### src/rtl/fetch_pc_sequencer_pkg.sv
// Shared types and constants for the fetch PC sequencer.
package fetch_pc_sequencer_pkg;

    localparam int unsigned XLEN = 32;

    localparam logic [XLEN-1:0] PC_INC           = 32'd4;
    localparam logic [XLEN-1:0] DEFAULT_RESET_PC = 32'h0000_0000;
    localparam logic [XLEN-1:0] DEFAULT_TRAP_VEC = 32'h0000_0100;

    typedef enum logic [1:0] {
        BOOT = 2'd0,
        REQ  = 2'd1,
        WAIT = 2'd2,
        HOLD = 2'd3
    } state_e;

endpackage

### src/rtl/fetch_pc_sequencer_pc_add32.sv
// Plain 32-bit modulo adder shared by PC increment and redirect target generation.
module pc_add32
    import fetch_pc_sequencer_pkg::*;
(
    input  logic [XLEN-1:0] a,
    input  logic [XLEN-1:0] b,
    output logic [XLEN-1:0] y
);

    assign y = a + b;

endmodule

### src/rtl/fetch_pc_sequencer.sv
// Fetch-stage PC owner and instruction-memory handshake controller.
// Optional feature: define PC_MISALIGN_TRAP_EN to trap on redirect targets with bit 1 set.
module fetch_pc_sequencer
    import fetch_pc_sequencer_pkg::*;
#(
    parameter logic [31:0] RESET_PC = DEFAULT_RESET_PC,
    parameter logic [31:0] TRAP_VEC = DEFAULT_TRAP_VEC
) (
    input  logic        clk,
    input  logic        reset_n,
    input  logic        trap_i,
    input  logic        redirect_i,
    input  logic [31:0] redir_base_i,
    input  logic [31:0] redir_off_i,
    output logic        imem_req_o,
    output logic [31:0] imem_addr_o,
    input  logic        imem_gnt_i,
    input  logic        imem_rvalid_i,
    input  logic [31:0] imem_rdata_i,
    output logic        if_valid_o,
    output logic [31:0] if_instr_o,
    output logic [31:0] if_pc_o,
    input  logic        if_ready_i,
    output logic        misalign_o
);

    state_e            state, state_d;
    logic [XLEN-1:0]   pc, pc_d;
    logic [XLEN-1:0]   fetch_pc, fetch_pc_d;
    logic [XLEN-1:0]   instr, instr_d;
    logic              kill, kill_d;

    logic [XLEN-1:0]   add_a, add_b, sum;
    logic [XLEN-1:0]   redir_pc;
    logic              redir_any;

    // One adder: redirect target when redirect_i is high, otherwise pc+4.
    assign add_a = redirect_i ? redir_base_i : pc;
    assign add_b = redirect_i ? redir_off_i  : PC_INC;

    pc_add32 u_pc_add32 (
        .a (add_a),
        .b (add_b),
        .y (sum)
    );

    assign redir_any = trap_i | redirect_i;

`ifdef PC_MISALIGN_TRAP_EN
    logic misalign_d, misalign_q;

    // Trap wins; a redirect target with bit 1 set diverts to the trap vector.
    always_comb begin
        redir_pc   = TRAP_VEC;
        misalign_d = 1'b0;
        if (!trap_i && redirect_i) begin
            if (sum[1]) begin
                misalign_d = 1'b1;
            end else begin
                redir_pc = {sum[XLEN-1:1], 1'b0};
            end
        end
    end

    always_ff @(posedge clk or negedge reset_n) begin
        if (!reset_n) begin
            misalign_q <= 1'b0;
        end else begin
            misalign_q <= misalign_d;
        end
    end

    assign misalign_o = misalign_q;
`else
    // Trap wins; redirect targets are forced to word alignment.
    always_comb begin
        redir_pc = TRAP_VEC;
        if (!trap_i && redirect_i) begin
            redir_pc = {sum[XLEN-1:2], 2'b00};
        end
    end

    assign misalign_o = 1'b0;
`endif

    always_ff @(posedge clk or negedge reset_n) begin
        if (!reset_n) begin
            state    <= BOOT;
            pc       <= RESET_PC;
            fetch_pc <= '0;
            instr    <= '0;
            kill     <= 1'b0;
        end else begin
            state    <= state_d;
            pc       <= pc_d;
            fetch_pc <= fetch_pc_d;
            instr    <= instr_d;
            kill     <= kill_d;
        end
    end

    always_comb begin
        state_d    = state;
        pc_d       = pc;
        fetch_pc_d = fetch_pc;
        instr_d    = instr;
        kill_d     = kill;

        case (state)
            BOOT: state_d = REQ;

            REQ: begin
                if (imem_gnt_i) begin
                    state_d    = WAIT;
                    fetch_pc_d = pc;
                    if (redir_any) begin
                        kill_d = 1'b1;
                    end else begin
                        pc_d = sum;
                    end
                end
            end

            WAIT: begin
                // A response that coincides with a redirect is stale as well.
                if (imem_rvalid_i) begin
                    kill_d = 1'b0;
                    if (kill || redir_any) begin
                        state_d = REQ;
                    end else begin
                        instr_d = imem_rdata_i;
                        state_d = HOLD;
                    end
                end else if (redir_any) begin
                    kill_d = 1'b1;
                end
            end

            HOLD: begin
                if (redir_any || if_ready_i) begin
                    state_d = REQ;
                end
            end

            default: state_d = BOOT;
        endcase

        if (redir_any) begin
            pc_d = redir_pc;
        end
    end

    assign imem_req_o  = (state == REQ);
    assign imem_addr_o = pc;
    assign if_valid_o  = (state == HOLD);
    assign if_instr_o  = (state == HOLD) ? instr    : '0;
    assign if_pc_o     = (state == HOLD) ? fetch_pc : '0;

endmodule

### config.mk
export PLATFORM = sky130hd
export DESIGN_NAME = fetch_pc_sequencer
export DESIGN_NICKNAME = d
export VERILOG_FILES = /design/src/rtl/fetch_pc_sequencer_pkg.sv /design/src/rtl/fetch_pc_sequencer_pc_add32.sv /design/src/rtl/fetch_pc_sequencer.sv
export SDC_FILE = /design/constraint.sdc
export NUM_CORES = 1
export LEC_CHECK = 0
export ABC_CLOCK_PERIOD_IN_PS = 7200
export BUFFER_PORTS_ARGS = -buffer_cell sky130_fd_sc_hd__buf_2
export CAP_MARGIN = 0
export CORE_MARGIN = 4
export CORE_UTILIZATION = 56
export CTS_CLUSTER_DIAMETER = 50
export DETAILED_ROUTE_END_ITERATION = 10
export PLACE_DENSITY = 0.87
export SYNTH_ARGS = -nofsm -noshare
export SYNTH_HDL_FRONTEND = slang
export SYNTH_SLANG_ARGS = --single-unit
export TNS_END_PERCENT = 5
### constraint.sdc
create_clock -name clk -period 7.2 [get_ports clk]
set_input_delay 0 -clock clk [delete_from_list [all_inputs] [get_ports clk]]
set_output_delay 0 -clock clk [all_outputs]
set_load 0.005 [all_outputs]
Word-level counts from Yosys, hierarchy flattened. Index checks and enable logic that the tools add are counted.

Register bits: 99. Input port bits: 103. Output and inout port bits: 99. Logic and storage cells: 44.

$add $sub $neg: 1. Equal/unequal tests: 6. Mux-type cells: 17. Bitwise logic cells: 2. Reductions and logical operators: 13.

Operator list (count): $mux 32 (8); $add 32x32->32 (1); $mux 2 (4); $pmux 2 s4 (1); $reduce_and 2->1 (3); $reduce_and 3->1 (2); $reduce_bool 2->1 (3); $eq 2x2->1 const B (2); $ne 2x1->1 const B (2); $mux 1 (3); $eq 2x1->1 const B (1); $logic_not 2->1 (1); $logic_or 1x1->1 (2); $ne 2x2->1 const B (1); $pmux 1 s2 (1); $logic_and 1x1->1 (1); $logic_not 1->1 (1); $not 1->1 (1); $or 1x1->1 (1).

Depth between registers and ports, before layout. Gate-level depths: netlist of the first run.

Depth after elaboration: 5. Gate-level depth with buffers: 12. Mapped depth without buffers: 10.

Hierarchy. A second synthesis of the first run with hierarchy kept.

Cell total of the unflattened synthesis: 677. Area, all modules: 6816.5 µm².

By module, submodules not included: fetch_pc_sequencer (times used 1, cells an instance 441, area each 5091.1 µm², seq. area each 2477.4 µm²); pc_add32 (times used 1, cells an instance 236, area each 1725.4 µm², seq. area each 0.0 µm²).

Worst setup path before layout of the first run. Ideal clock, no wire load.

Kind: input -> register. Start: in redirect_i. End: reg pc[24], in the netlist imem_addr_o[24]. Setup time: 121 ps. Data arrival time: 2796 ps. Required time: 7079 ps. Slack: 4283 ps. Stages on the path: 12. Buffers on the path: 3. Cells stage by stage: clkbuf_1 -> buf_1 -> mux2_2 -> ha_1 -> clkdlybuf4s18_2 -> a21oi_1 -> o22ai_1 -> o21a_1 -> a221oi_1 -> o21ai_0 -> xor2_1 -> a22o_1.

Longest elaborated chain between the ends: 5. Elaborated cells between the ends (all ways): 12. Classes of those cells: 1 x add/sub; 6 x mux; 1 x bitwise; 4 x reduce/logical.

RTL lines: from (decl) (line fetch_pc_sequencer.sv:12) `input logic redirect_i,`; $mux 32 (on tied branches) (line fetch_pc_sequencer.sv:38, fetch_pc_sequencer.sv:39); $add 32x32->32 (line fetch_pc_sequencer_pc_add32.sv:10) `assign y = a + b;`; $mux 32 (line fetch_pc_sequencer.sv:113) `if (imem_gnt_i) begin`; $mux 32 (line fetch_pc_sequencer.sv:109) `case (state)`; $mux 32 (line fetch_pc_sequencer.sv:148) `if (redir_any) begin`; to (signal assigned) (line fetch_pc_sequencer.sv:95) `pc <= pc_d;`; to (decl) (line fetch_pc_sequencer.sv:28) `logic [XLEN-1:0] pc, pc_d;`.

Parallel ways exist; a longest one is shown, timed or not. The select of a mux whose other input is x is not followed. A chain may end at the register's enable or synchronous reset.

Worst setup path after layout of the first run.
Start: reg pc[3], in the netlist imem_addr_o[3]. End: reg pc[31], in the netlist imem_addr_o[31].

Longest elaborated chain between the ends: 5. Elaborated cells between the ends (all ways): 6. Classes of those cells: 1 x add/sub; 5 x mux.

RTL lines: $mux 32 * (line fetch_pc_sequencer.sv:38) `assign add_a = redirect_i ? redir_base_i : pc;`; $add 32x32->32 * (line fetch_pc_sequencer_pc_add32.sv:10); $mux 32 (line fetch_pc_sequencer.sv:113); $mux 32 (line fetch_pc_sequencer.sv:109); $mux 32 * (line fetch_pc_sequencer.sv:148).

Every way passes the cells marked *; elsewhere a longest branch is shown, timed or not. The select of a mux whose other input is x is not followed.

==> results.yml, run 1 <==
worst_setup_path:
  critical_path.max_fanout: 5
  required_ps: 7420
  r2r.worst_path.cells: 9
  worstPathArrival_ps: 3210
  r2r-end: "imem_addr_o[31]"
  crit_type: "reg2reg"
  reg2reg_slack_ps: 4210
  end_kind: "register"
  worstReg2RegStart: "imem_addr_o[3]"
  startpoint_type: "register"
run_status:
  status: "complete, no violations"
floorplanning:
  die_h_um: 116
  dieArea_mm2: 0.0134
  die_x_um: 116
  io_pins: 202
  num_rows: 39
  coreArea_mm2: 0.0114
  initial_core_util_pct: 57.1
clocking:
  cts.clk_slew.worst_paths_ps: 70
  cts_resized: 0
  cts_max_path_buffers: 2
  h-tree-depth: 3
  cts_tree: "built"
  ctsRootBufferMaster: "clkbuf_16"
  clk_latency_ps: 350
  cts_setup_buffers: 0
  cts_buffers: 9
  cts.sinks: 99
detailed_routing:
  ant_nets: 0
  num_vias: 5824
  drt_first_iter_violations: 265
  routed_wl_um: 17900
  drc: 0
  via_per_inst: 5.67
  drtPass1Iterations: 5
  wire_per_inst_um: 17.4
synth:
  synth_area_mm2: 0.00652
  synth_nets: 804
  yosysUniqueCellTypes: 60
  synthCells: 665
  ys_top_cells_by_count: "dfrtp_1 (99), and2_1 (98), mux2_2 (93), nand2_1 (62), o21ai_0 (45)"
  synth-seq-area-share_pct: 38.0
  ys_ff_latch: 99
  ys_async_sr_fraction_pct: 100
  synth_edf_count: 0
  synth_most_common_cell: "dfrtp_1"
  yosysWarnings: 0
  yosysTopAreaCell: "dfrtp_1"
  avgSynthCellArea_um2: 9.80
  synth_area_leaders: "dfrtp_1 (38%), mux2_2 (16%), and2_1 (9.4%)"
  synth_ff_type: "dfrtp_1"
  synth_top_area_share_pct: 38.0
sta:
  fmax_mhz: 334
  grt_setup_unrepaired: "false"
  hold_viol: 0
  setup-violations-final: 0
  maxSlewViolCount: 0
  timing.setup.tns_ps: 0
  tightest_slew_ps: 1030
  post-route-min-period_ps: 2990
  slew_headroom_pct: 31.1
  period_share_pct: 41.5
  finClkSkew_ps: 8.19
global_routing:
  antenna_found_initial: 0
  grt_max_degree: 67
  grt_pass1_vias: 5890
  grt_remaining_overflow: 0
  grt_pass1_wl_um: 28500
  grt_use_total_pct: 26.6
final_layout:
  syn_to_final_growth_pct: 26.3
  layout.cells.non_filler: 1028
  finalNetCount: 1019
  n_antenna_cell: 0
  layout-drive-gt1-share_pct: 37.1
  num-fill-cells: 829
  ff_latch_area_mm2: 0.00248
  multiInputGateArea_mm2: 0.00384
placement:
  place_inst: 976
  gp_congestion: 0.912
  port_buffers: 200
  hpwl_um: 12400
worst_hold_path:
  hold_path_end: "state[0]"
  hold_path_depth: 3
  min_path_type: "in2reg"
  min_from: "if_ready_i"
pwr:
  vdd_ir_drop_max_uv: 179
  p_leak_nw: 4.21
  power.density_mw_per_mm2: 254
job:
  drv_cap: 0
kinds of logic (layout without fill, tap and decap cells):
family | Yosys count | in the layout | share of synthesized area (%)
AO/OA/AOI/OAI | 137 | 137 | 13.3
flip-flops | 99 | 99 | 38.0
AND/OR/NAND/NOR | 225 | 225 | 18.6
multiplexers | 95 | 95 | 16.4
XOR/XNOR | 26 | 26 | 3.49
other | 1 | 1 | 0.0575
adder cells (fa/ha/maj) | 36 | 36 | 7.02
buffers and inverters | 46 | 266 | 3.17
state kept, by name, indices dropped and copies added, names as in the netlist:
register     flops
fetch_pc        32
imem_addr_o     32
instr           32
kill             1
state            2
metrics by stage:
step | hold WS, ps | worst slack [ps] | area, um^2 | utilization (%) | power [mW]
final | 76.8 | 4210 | 8240 | 72.1 | 2.09
after global placement | 13.8 | 4000 | 7570 | 66.3 | 1.56
after global routing | 102 | 3980 | 8240 | 72.1 | 2.23
after detailed placement | 18.6 | 3900 | 7570 | 66.3 | 1.59
after CTS | 71.7 | 4230 | 8240 | 72.1 | 2.10
after floorplan | -296 | 4280 | 6520 | - | 1.34
area by class of cell:
type,count,share of cell area (%)
Clock inverter,6,0.775
Multi-Input combinational cell,520,46.7
Clock buffer,10,2.90
Tap cell,143,2.17
Inverter,10,0.456
Timing Repair Buffer,240,16.9
Sequential cell,99,30.1
cells in the final DEF (no fill, tap or decap), drive strengths merged, types with 14 or more instances in the layout:
| cell type | instances |
|---|---|
| a21oi | 40 |
| and2 | 98 |
| buf | 204 |
| dfrtp | 99 |
| dlygate4sd3 | 36 |
| ha | 35 |
| mux2 | 93 |
| nand2 | 62 |
| nor2 | 17 |
| o21ai | 46 |
| xnor2 | 14 |
how the worst max path moves through the flow:
| stage | start | endpoint | slack [ps] |
|---|---|---|---|
| after CTS | imem_addr_o[0] | imem_addr_o[24] | 4230 |
| final | imem_addr_o[3] | imem_addr_o[31] | 4210 |
| after global placement | redirect_i | imem_addr_o[24] | 4000 |
| after global routing | redirect_i | imem_addr_o[31] | 3980 |
| after detailed placement | redirect_i | imem_addr_o[24] | 3900 |
| after floorplan | redirect_i | imem_addr_o[24] | 4280 |
power by group:
group	switching [mW]	total (mW)	internal, mW
Combinational	0.389	0.769	0.380
Clock	0.213	0.492	0.279
Sequential	0.109	0.834	0.725
metal layers:
metal | GRT usage [%] | part of all wire, % | vias to the layer above
li1 | - | - | 2769
met1 | 31.8 | 41 | 2779
met2 | 48.4 | 50 | 242
met3 | 4.28 | 7.6 | 34
met4 | 9.20 | 2.3 | 0
met5 | 0 | 0 | -
repair_timing:
action	in CTS	in global routing
endpoints found under the hold margin	77	0
endpoints found under the setup margin	0	0
hold buffers	36	0
worst max-delay path: stages (launching register included):
cell	delay [ps]
dfrtp_1	430
mux2_2	290
ha_1	350
o211ai_1	120
o211ai_1	380
a31oi_1	210
nor3_1	340
a32o_1	380
a21oi_1	100
a311o_1	270
Note: power is estimated with default switching activity, not from simulation.
==> run 2, diff against run 1 <==
--- a/config.mk
+++ b/config.mk
@@ -5,14 +5,14 @@
 export SDC_FILE = /design/constraint.sdc
 export NUM_CORES = 1
 export LEC_CHECK = 0
-export ABC_CLOCK_PERIOD_IN_PS = 7200
+export ABC_CLOCK_PERIOD_IN_PS = 3070
 export BUFFER_PORTS_ARGS = -buffer_cell sky130_fd_sc_hd__buf_2
 export CAP_MARGIN = 0
 export CORE_MARGIN = 4
-export CORE_UTILIZATION = 56
+export CORE_UTILIZATION = 52
 export CTS_CLUSTER_DIAMETER = 50
 export DETAILED_ROUTE_END_ITERATION = 10
-export PLACE_DENSITY = 0.87
+export PLACE_DENSITY = 0.82
 export SYNTH_ARGS = -nofsm -noshare
 export SYNTH_HDL_FRONTEND = slang
 export SYNTH_SLANG_ARGS = --single-unit
==> constraint.sdc (replaced) <==
create_clock -name clk -period 3.07 [get_ports clk]
set_input_delay 0 -clock clk [delete_from_list [all_inputs] [get_ports clk]]
set_output_delay 0 -clock clk [all_outputs]
set_load 0.005 [all_outputs]
==> run 2 against run 1 <==
Net effect:
- wire length grew 6.4%
- clock skew grew 0.50 ps
- cell area grew 1.5%
- total power grew 140%
- via count grew 0.65%
- clock power grew 130%
- worst hold slack lost 9.2 ps
- clock-buffer cell count is the same
==> results.yml, run 2 (synthesized netlist as in run 1, its figures left out) <==
sta:
  finClkSkew_ps: 8.70
  period_share_pct: 97.2
  post-route-min-period_ps: 2980
  hold_viol: 0
  maxSlewViolCount: 0
  setup-violations-final: 0
  setup_slack_ps: 87.4
  slew_headroom_pct: 42.5
  grt_setup_unrepaired: "false"
  timing.setup.tns_ps: 0
  tightest_slew_ps: 863
  fmax_mhz: 335
worst_hold_path:
  hold_path_end: "state[0]"
  hold_path_depth: 3
  min_from: "if_ready_i"
  min_path_type: "in2reg"
worst_setup_path:
  critPathSlowestCell: "fa_1"
  r2r-end: "imem_addr_o[24]"
  path_buf_inv: 0
  critical_path.top_delay_family: "compound AO/OA/AOI/OAI gates"
  reg2reg_slack_ps: 90
  critical_path.max_fanout: 5
  cp_slowest_stage_delay_ps: 420
  crit_type: "reg2reg"
  startpoint_type: "register"
  r2r.worst_path.cells: 10
  worstPathArrival_ps: 3230
  required_ps: 3310
  worstReg2RegStart: "imem_addr_o[0]"
  end_kind: "register"
  path_cells: "mux2_2 > ha_1 > fa_1 > a21o_2 > a221oi_2 > or3_4 > a31o_2 > o21ai_0 > xor2_1 > a22o_1"
floorplanning:
  initial_core_util_pct: 53.6
  io_pins: 202
  coreArea_mm2: 0.0122
  die_x_um: 120
  num_rows: 40
  dieArea_mm2: 0.0144
  die_h_um: 120
clocking:
  cts.sinks: 99
  cts.clk_slew.worst_paths_ps: 70
  cts_buffers: 9
  cts_tree: "built"
  cts_setup_buffers: 0
  ctsRootBufferMaster: "clkbuf_16"
  cts_max_path_buffers: 2
  clk_latency_ps: 360
  h-tree-depth: 3
pwr:
  combinationalPowerShare_pct: 37.9
  p_leak_nw: 4.27
  power.density_mw_per_mm2: 590
  vdd_ir_drop_max_uv: 295
  switchingPower_mw: 1.73
  switching_share_pct: 35.0
  pwr-share-clk_pct: 22.4
  internal-power_mw: 3.21
  p_seq_share_pct: 39.6
detailed_routing:
  via_per_inst: 5.52
  drc: 0
  routed_wl_um: 19000
  drtPass1Iterations: 4
  wire_per_inst_um: 17.9
  drt_first_iter_violations: 328
  num_vias: 5862
  ant_nets: 0
final_layout:
  syn_to_final_growth_pct: 28.3
  final_cell_mix: "buf_2 (199), dfrtp_1 (99), and2_1 (98)"
  n_antenna_cell: 0
  final_common_cell: "buf_2"
  finalNetCount: 1028
  layout.cells.non_filler: 1062
  layout-drive-gt1-share_pct: 37.9
placement:
  gp_congestion: 0.874
  post-place-ws_ps: 109
  hpwl_um: 13300
  port_buffers: 200
  place_inst: 1010
global_routing:
  grt_pass1_vias: 5989
  grt_pass1_wl_um: 30400
  grt_max_degree: 65
  antenna_found_initial: 0
  grt_remaining_overflow: 0
  grt_use_total_pct: 26.4
job:
  drv_cap: 0
run_status:
  status: "complete, no violations"
==> run 2: layer usage <==
| layer | vias up | global-route usage, % | routed length, um |
|---|---|---|---|
| met5 | - | 0 | 0 |
| met4 | 0 | 9.59 | 419 |
| met3 | 35 | 4.67 | 1460 |
| met2 | 227 | 45.8 | 9330 |
| met1 | 2803 | 32.9 | 7800 |
| li1 | 2797 | - | - |
==> run 2: how the worst max path moves through the flow <==
stage / startpoint / end / depth (start not counted)
detailed placement: redirect_i / imem_addr_o[30] / 11
finish: imem_addr_o[0] / imem_addr_o[24] / 10
global placement: redirect_i / imem_addr_o[30] / 11
global route: imem_addr_o[4] / imem_addr_o[29] / 9
CTS: imem_addr_o[0] / imem_addr_o[24] / 10
floorplan: redirect_i / imem_addr_o[24] / 12
==> run 2: worst reg2reg max path, delay by kind of cell, from the launching register on <==
family	cells	cell delay [ps]
AO/OA/AOI/OAI	5	1140
adder cells (fa/ha/maj)	2	650
flip-flops	1	410
multiplexers	1	270
AND/OR/NAND/NOR	1	230
XOR/XNOR	1	170
==> run 2: cell type report <==
class / instances / area, um^2
clock buffer: 10 / 239
clock inverter: 6 / 48.8
fill: 975 / 3800
inverter: 10 / 37.5
multi-input combinational: 520 / 3850
sequential: 99 / 2480
tap: 168 / 210
timing repair buffer: 249 / 1500
==> run 2: per-stage QoR <==
| step | instance area [um^2] | hold slack [ps] | util (%) | total power [mW] |
|---|---|---|---|---|
| after floorplan | 6520 | -296 | - | 3.14 |
| after global placement | 7710 | 163 | 63.4 | 3.71 |
| after detailed placement | 7710 | 169 | 63.4 | 3.78 |
| after CTS | 8360 | 60.9 | 68.7 | 4.94 |
| after global routing | 8360 | 83.9 | 68.8 | 5.27 |
| final | 8360 | 67.6 | 68.8 | 4.94 |
==> run 2: power groups by stage <==
stage	registers (mW)	clock network (mW)	logic [mW]
final	1.96	1.11	1.87
after detailed placement	1.97	0	1.82
after global placement	1.94	0	1.77
after floorplan	1.90	0	1.24
after CTS	1.94	1.13	1.86
after global routing	2.01	1.17	2.08
==> run 2: timing repair <==
action / 4_1_cts / 5_1_grt
hold buffers: 36 / 0
endpoints found under the setup margin: 0 / 2
gates resized for setup: 0 / 2
endpoints found under the hold margin: 101 / 0
==> run 3, diff against run 2 <==
--- a/config.mk
+++ b/config.mk
@@ -12,7 +12,7 @@
 export CORE_UTILIZATION = 52
 export CTS_CLUSTER_DIAMETER = 50
 export DETAILED_ROUTE_END_ITERATION = 10
-export PLACE_DENSITY = 0.82
+export PLACE_DENSITY = 0.92
 export SYNTH_ARGS = -nofsm -noshare
 export SYNTH_HDL_FRONTEND = slang
 export SYNTH_SLANG_ARGS = --single-unit
==> run 3 against run 2 <==
Net effect:
- worst hold slack better by 19 ps
- die area stayed put
- non-clock buffer count rose by 5
- sequential power hardly changed
- critical endpoint unchanged
- largest cell class unchanged
- largest power group unchanged
==> results.yml, run 3 (synthesized netlist as in run 1, its figures left out) <==
job:
  drv_cap: 0
floorplanning:
  coreArea_mm2: 0.0122
  die_x_um: 120
  initial_core_util_pct: 53.6
  io_pins: 202
  dieArea_mm2: 0.0144
  die_h_um: 120
  num_rows: 40
sta:
  grt_setup_unrepaired: "false"
  tightest_slew_ps: 539
  finClkSkew_ps: 5.09
  timing.setup.tns_ps: 0
  period_share_pct: 94.1
  fmax_mhz: 346
  setup-violations-final: 0
  post-route-min-period_ps: 2890
  hold_viol: 0
  setup_slack_ps: 182
  maxSlewViolCount: 0
  slew_headroom_pct: 64.1
clocking:
  cts.sinks: 99
  cts_max_path_buffers: 2
  h-tree-depth: 3
  ctsRootBufferMaster: "clkbuf_16"
  clk_latency_ps: 340
  cts_buffers: 9
  cts.clk_slew.worst_paths_ps: 70
  cts_tree: "built"
final_layout:
  finalNetCount: 1033
  layout-drive-gt1-share_pct: 38.2
  final_cell_mix: "buf_2 (199), dfrtp_1 (99), and2_1 (98)"
  final_common_cell: "buf_2"
  syn_to_final_growth_pct: 29.0
  final_core_util_pct: 69.2
  n_antenna_cell: 0
worst_hold_path:
  min_path_type: "in2reg"
worst_setup_path:
  end_kind: "register"
  startpoint_type: "register"
  path_buf_inv: 0
  worstPathArrival_ps: 3130
  path_cells: "mux2_2 > ha_1 > fa_1 > a21o_2 > a221oi_2 > or3_4 > a31o_2 > o21ai_0 > xor2_1 > a22o_1"
  crit_type: "reg2reg"
  critical_path.top_delay_family: "compound AO/OA/AOI/OAI gates"
  critPathSlowestCell: "fa_1"
  critical_path.max_fanout: 5
  required_ps: 3310
  cp_slowest_stage_delay_ps: 430
global_routing:
  antenna_found_initial: 0
  grt_remaining_overflow: 0
  grt_util_met2_pct: 48.3
  grt_pass1_vias: 6233
  grt_use_total_pct: 26.9
  grt.busiest_layer: "met2"
  met1_usage_pct: 33.1
  grt_util_met3_pct: 4.85
  grt_pass1_wl_um: 31600
  grt_max_degree: 66
pwr:
  vdd_ir_drop_max_uv: 287
  internal-power_mw: 3.35
  power_mw: 5.08
  pwr-share-clk_pct: 24.6
  p_seq_share_pct: 38.7
  power.density_mw_per_mm2: 604
  switchingPower_mw: 1.73
  combinationalPowerShare_pct: 36.7
  p_leak_nw: 4.30
  switching_share_pct: 34.0
placement:
  gp_congestion: 0.962
  hpwl_um: 13500
  post-place-ws_ps: 174
  port_buffers: 200
detailed_routing:
  drc: 0
  routed_wl_um: 19400
  drt_first_iter_violations: 435
  via_per_inst: 5.62
  wire_per_inst_um: 18.2
  num_vias: 6001
  ant_nets: 0
  drtPass1Iterations: 7
run_status:
  status: "complete, no violations"
[run 3: cell count changes in the layout (fill, tap and decap cells not counted), sizes merged]
cell      delta
buf          +5
bufinv       +2
clkinvlp     -1
inv          -1
[run 3: worst paths after layout]
check                          startpoint         endpoint  slack, ps  cells after the start
max                        imem_addr_o[0]  imem_addr_o[24]        180                     10
min                            if_ready_i         state[0]         90                      3
max reg2reg                imem_addr_o[0]  imem_addr_o[24]        180                     10
min reg2reg                   fetch_pc[8]      fetch_pc[8]        480                      2
max in group asynchronous         reset_n     fetch_pc[30]       2110                      3
min in group asynchronous         reset_n  imem_addr_o[22]        130                      2
[run 3: power by group through the flow]
| stage | Clock (mW) | Combinational [mW] | Sequential (mW) |
|---|---|---|---|
| 2_1_floorplan | 0 | 1.24 | 1.90 |
| 3_3_place_gp | 0 | 1.76 | 1.95 |
| 3_5_place_dp | 0 | 1.80 | 1.98 |
| 4_1_cts | 1.26 | 1.85 | 1.95 |
| 5_1_grt | 1.32 | 2.05 | 2.01 |
| 6_report | 1.25 | 1.86 | 1.97 |
[run 3: final cells by class]
type	count	area, um^2
multi-input combinational	520	3850
fill	920	3750
sequential	99	2480
timing repair buffer	254	1510
clock buffer	10	239
tap	168	210
clock inverter	6	86.3
inverter	10	37.5
[run 3: worst min-delay path: stages]
cell and delay, ps:
buf_2 90, o311a_1 210, mux2i_1 90
[run 3: timing repair]
action | CTS | global route
resized for setup | 0 | 1
setup endpoints to repair | 0 | 1
endpoints found under the hold margin | 68 | 0
buffers inserted | 0 | 0
hold buffers | 36 | 0
[run 3: routing by layer]
metal,wire (um),vias up
li1,-,2813
met1,7880,2913
met2,9760,252
met3,1480,23
met4,282,0
met5,0,-
[run 3: per-stage QoR]
step                hold WS, ps  instances  instance area (um^2)
floorplan                  -296        665                  6520
global placement          -22.8       1015                  7720
detailed placement        -21.3       1015                  7720
CTS                        74.7       1067                  8410
global route                119       1067                  8410
finish                     86.7       1067                  8410
